[src/rtl/ima_adpcm_blk_ctrl.sv]
// IMA ADPCM block sequencer: feeds PCM samples to one encoder and emits
// 4-byte-header blocks of packed 4-bit codes through a one-entry byte register.
module ima_adpcm_blk_ctrl #(
  parameter int unsigned BLOCK_NIBBLES = 504,
  parameter int unsigned CNT_W         = 10
) (
  input  logic        clock,
  input  logic        reset,
  input  logic        enable,
  input  logic [15:0] sampIn,
  input  logic        sampValid,
  output logic        sampReady,
  output logic [15:0] encInSamp,
  output logic        encInValid,
  input  logic        encInReady,
  input  logic [3:0]  encOutPCM,
  input  logic        encOutValid,
  input  logic [15:0] encPredictSamp,
  input  logic [6:0]  encStepIndex,
  output logic [7:0]  byteOut,
  output logic        byteValid,
  input  logic        byteReady,
  output logic        byteSop,
  output logic        byteEop,
  output logic        busy,
  output logic [15:0] blkCount
);

  localparam logic [CNT_W-1:0] LAST_NIB = CNT_W'(BLOCK_NIBBLES - 1);

  typedef enum logic [2:0] {
    S_IDLE, S_HDR0, S_HDR1, S_HDR2, S_HDR3, S_ACCEPT, S_FEED, S_WAIT
  } state_t;

  state_t           state, state_n;
  logic [15:0]      hdr_pred;
  logic [6:0]       hdr_idx;
  logic [CNT_W-1:0] cnt;
  logic [3:0]       lo_nib;

  logic       byte_free;
  logic       ld_byte, ld_sop, ld_eop;
  logic [7:0] ld_data;
  logic       take_hdr, take_samp, store_lo, cnt_inc, cnt_clr, blk_done;

  assign byte_free = !byteValid || byteReady;

  always_ff @(posedge clock or posedge reset) begin
    if (reset) state <= S_IDLE;
    else       state <= state_n;
  end

  // Next state and per-cycle datapath strobes.
  always_comb begin
    state_n   = state;
    sampReady = 1'b0;
    ld_byte   = 1'b0;
    ld_sop    = 1'b0;
    ld_eop    = 1'b0;
    ld_data   = 8'h00;
    take_hdr  = 1'b0;
    take_samp = 1'b0;
    store_lo  = 1'b0;
    cnt_inc   = 1'b0;
    cnt_clr   = 1'b0;
    blk_done  = 1'b0;
    case (state)
      S_IDLE: begin
        if (enable) begin
          take_hdr = 1'b1;
          state_n  = S_HDR0;
        end
      end
      S_HDR0: if (byte_free) begin
        ld_byte = 1'b1;
        ld_data = hdr_pred[7:0];
        ld_sop  = 1'b1;
        state_n = S_HDR1;
      end
      S_HDR1: if (byte_free) begin
        ld_byte = 1'b1;
        ld_data = hdr_pred[15:8];
        state_n = S_HDR2;
      end
      S_HDR2: if (byte_free) begin
        ld_byte = 1'b1;
        ld_data = {1'b0, hdr_idx};
        state_n = S_HDR3;
      end
      S_HDR3: if (byte_free) begin
        ld_byte = 1'b1;
        ld_data = 8'h00;
        state_n = S_ACCEPT;
      end
      S_ACCEPT: begin
        // A pair-completing sample must find the byte slot free so its byte can never overwrite.
        sampReady = encInReady && (!cnt[0] || byte_free);
        if (sampReady && sampValid) begin
          take_samp = 1'b1;
          state_n   = S_FEED;
        end
      end
      S_FEED: state_n = S_WAIT;
      S_WAIT: begin
        if (encOutValid) begin
          if (cnt[0]) begin
            ld_byte = 1'b1;
            ld_data = {encOutPCM, lo_nib};
            ld_eop  = (cnt == LAST_NIB);
          end else begin
            store_lo = 1'b1;
          end
          if (cnt == LAST_NIB) begin
            cnt_clr  = 1'b1;
            blk_done = 1'b1;
            state_n  = S_IDLE;
          end else begin
            cnt_inc = 1'b1;
            state_n = S_ACCEPT;
          end
        end
      end
      default: state_n = S_IDLE;
    endcase
  end

  // Datapath registers and registered status outputs.
  always_ff @(posedge clock or posedge reset) begin
    if (reset) begin
      hdr_pred   <= 16'h0000;
      hdr_idx    <= 7'h00;
      cnt        <= '0;
      lo_nib     <= 4'h0;
      encInSamp  <= 16'h0000;
      encInValid <= 1'b0;
      busy       <= 1'b0;
      blkCount   <= 16'h0000;
      byteOut    <= 8'h00;
      byteValid  <= 1'b0;
      byteSop    <= 1'b0;
      byteEop    <= 1'b0;
    end else begin
      busy       <= (state_n != S_IDLE);
      encInValid <= (state_n == S_FEED);
      if (take_hdr) begin
        hdr_pred <= encPredictSamp;
        hdr_idx  <= encStepIndex;
      end
      if (take_samp) encInSamp <= sampIn;
      if (store_lo)  lo_nib    <= encOutPCM;
      if (cnt_clr)      cnt <= '0;
      else if (cnt_inc) cnt <= cnt + CNT_W'(1);
      if (blk_done) blkCount <= blkCount + 16'd1;
      if (ld_byte) begin
        byteOut   <= ld_data;
        byteSop   <= ld_sop;
        byteEop   <= ld_eop;
        byteValid <= 1'b1;
      end else if (byteReady) begin
        byteValid <= 1'b0;
      end
    end
  end

endmodule

[config.mk]
export PLATFORM = sky130hd
export DESIGN_NAME = ima_adpcm_blk_ctrl
export DESIGN_NICKNAME = d
export VERILOG_FILES = /design/src/rtl/ima_adpcm_blk_ctrl.sv
export SDC_FILE = /design/constraint.sdc
export NUM_CORES = 1
export LEC_CHECK = 0
export ABC_AREA = 0
export BUFFER_PORTS_ARGS = -buffer_cell sky130_fd_sc_hd__buf_4
export CAP_MARGIN = 0
export CORE_MARGIN = 2
export CORE_UTILIZATION = 57
export CTS_BUF_LIST = sky130_fd_sc_hd__clkbuf_4 sky130_fd_sc_hd__clkbuf_8 sky130_fd_sc_hd__clkbuf_16
export DETAILED_ROUTE_END_ITERATION = 8
export PLACE_DENSITY = 0.9
export SYNTH_ARGS = -nofsm -noshare
export SYNTH_HDL_FRONTEND = slang
export SYNTH_SLANG_ARGS = --single-unit
[constraint.sdc]
create_clock -name clock -period 6.1 [get_ports clock]
set_input_delay 1.22 -clock clock [delete_from_list [all_inputs] [get_ports clock]]
set_output_delay 1.22 -clock clock [all_outputs]
set_load 0.01 [all_outputs]
==> results.md <==
- Synth top area cells: dfrtp_1, mux2_2, xnor2_1, xor2_1, a221o_1
- Final Slew Violations: 0
- Final hold violations: 0
- Synth Flop Type: dfrtp_1
- Area growth syn-to-layout: 25.1%
- Total number of vias: 2668
- DR DRC count: 0
- Slowest-stage cell, CP: dfrtp_1
- Setup Viol. Count Final: 0
- Fill count: 413
- R2R setup slack: 3.30 ns
- RSZ-0062 raised after global routing: false
- Hold_buf cts: 0
- Seq/Total Area, Yosys: 56.6%
- Syn Area/Cell: 12.6 um^2
- Min cycle time layout: ~3.4 ns
- GP Congestion: 0.819
- Hold WS: 0.472 ns
- Reg area: 2130 um^2
- Worst stage delay on the critical path: 0.73 ns
- Hold Crit Class: reg2reg
- Number of routed nets with antenna violations: 0
- Mapped Cells: 299
- Worst-Margin Slew: 1.04 ns
- Layout net count: 445
- Ant. Diodes: 0
- HPWL after DPL: 5.63 mm
- Worst-Skew Late Latency: ~0.34 ns
- Die width: 85.2 um
- Final Cycle Share: 55.4%
- Most frequent cell after synthesis: dfrtp_1
- CP top delay family: simple AND/OR/NAND/NOR gates
- Total setup buffers inserted after CTS: 0
- Asr flop ratio synth: between 90% and 100%
- WS Path Type: reg2out
- Initial core utilization: between 50% and 60%
- Avg WL per Cell: around 16 um
- Synth warn: 0
- Power density over cell area: 369 nW/um^2
- Worst EP required: 4.88 ns
- Core footprint: 6350 um^2
- I/O Buffers: 95
- Overflow after GRT: 0
- Max FO, Critical Path: 15
- Clk slew on worst S/H paths: 0.09 ns
- Initial antenna violation count: 0
- Commonest cells post-synth: dfrtp_1, mux2_2, nand2_1
- Yosys reg bits: 85
- Total clock sinks: 85
- Row Count: 29
- Yosys cell types: 43
- CTS Buf Count: 9
- Max frequency: a little under 300 MHz
- Data arrival, critical path: roughly 2.2 ns
- Die ar.: between 7000 and 8000 um^2
- Clk_skew: 0.00936 ns
- Num ports: 96
- CP Capture Type: output port
- Setup ws final: 2.72 ns
- Peak supply drop: 0.235 mV
- Slew margin rel.: 31.0%
- Die height: 85.2 um
- Number of flops mapped to enable cells by yosys: 0
- CTS tree: yes
- Fraction of layout cells with a size suffix above 1: between 40% and 50%
- TritonRoute pass-1 iters: 4
- CTS max path bufs: 2
- Area leader, netlist: dfrtp_1
- Post-cts resize count: 0
- Mapped cell area: 3760 um^2
- First-pass GRT wire length: 12.7 mm
- Buffers & Inverters on Critical Path: 1
- Drt via density: 5.63
- Total negative slack: 0 ns
- Pin count of the biggest net entering global routing: 86
- Max-cap violations: 0
- Total Wirelength: 7.71 mm
- Synth top area share: a little under three fifths
- Root Buffer: clkbuf_8
- Iteration-0 DRC Markers: 156
- Status: finished, final reports clean
- CP Launch Type: flop
- Pre-CTS setup slack: about 3.1 ns
- # H-tree levels: 3
- Global-route usage over all layers: 22.2%
- Multi-input gate area: 1540 um^2
- Worst-path cell chain: nor2b_1, nand2_1, nor2_1, buf_4
- Vias in the first global route: 2669
- Synthesized Nets: 351
- P_leak: 2.29 nW
## cell type report
type / count / share of cell area [%]
well taps: 77 / 2.05
clock inverters: 3 / 0.399
repair buffers: 97 / 15.5
inverters: 6 / 0.506
clock buffers: 12 / 3.51
multi-input cells: 194 / 32.8
flip-flops and latches: 85 / 45.3
## final timing paths
path	to	startpoint	cells past startpoint
hold / removal	blkCount[15]$_DFFE_PP0P_	blkCount[15]$_DFFE_PP0P_	1
min in group asynchronous	encInSamp[5]$_DFFE_PP0P_	reset	3
setup / recovery	sampReady	state[0]$_DFF_PP0_	4
max in group asynchronous	lo_nib[1]$_DFFE_PP0P_	reset	3
hold reg to reg	blkCount[15]$_DFFE_PP0P_	blkCount[15]$_DFFE_PP0P_	1
setup reg to reg	encInSamp[4]$_DFFE_PP0P_	state[0]$_DFF_PP0_	4
## worst reg2reg max path, stage by stage (launching register included)
cell	delay, ns
dfrtp_1	0.73
nor2b_1	0.67
nand2_1	0.18
nor2_2	0.69
mux2_2	0.43
## state kept, by name, indices dropped and copies added (netlist names)
signal,count
encInSamp,16
state,3
cnt,10
byteOut,8
blkCount,16
busy,1
hdr_pred,16
byteEop,1
byteSop,1
encInValid,1
hdr_idx,7
lo_nib,4
byteValid,1
## report_power, final
group          total [mW]  switching [mW]  internal, mW
logic               0.512           0.213         0.299
registers           0.855           0.132         0.723
clock network       0.369           0.189         0.179
total                1.74           0.534          1.20
## per-layer routing
layer  share of wire, %  vias up  routed length [um]  GRT usage, %
li1                   -     1264                   -             -
met1                 44     1315                3390          29.8
met2                 50       79                3850          35.9
met3                4.7       10                 359          4.77
met4                1.5        0                 114          7.79
met5                  0        -                   0             0
## per-stage QoR
stage          cell area, um^2  cells  util [%]  total power, mW
2_1_floorplan             3760    299         -             1.16
3_3_place_gp              4520    459      71.1             1.35
3_5_place_dp              4520    459      71.1             1.38
4_1_cts                   4700    474      74.0             1.75
5_1_grt                   4700    474      74.0             1.83
6_report                  4700    474      74.0             1.74
## kinds of logic (layout without fill, tap and decap cells)
group | after synthesis | count (layout) | share of synthesized area [%]
AO/OA/AOI/OAI | 31 | 31 | 6.46
AND/OR/NAND/NOR | 88 | 88 | 13.5
buffers and inverters | 20 | 118 | 2.36
flip-flops | 85 | 85 | 56.6
XOR/XNOR | 22 | 22 | 5.13
multiplexers | 51 | 51 | 15.3
adder cells (fa/ha/maj) | 2 | 2 | 0.666
## layout by cell type, fill, tap and decap left out, types with 2 or more instances in the layout
master	count
a21oi_1	5
a221o_1	8
a22oi_1	7
and2_1	3
and3_1	2
buf_4	97
clkbuf_8	12
clkinv_2	3
dfrtp_1	85
ha_1	2
inv_1	5
mux2_2	50
nand2_1	21
nand3_1	7
nand3b_1	2
nand4_1	10
nor2_1	17
nor2b_1	2
nor3_1	7
nor4_1	4
nor4_4	2
o21ai_0	4
or3_1	3
xnor2_1	11
xor2_1	11
Note: power is estimated with default switching activity, not from simulation.
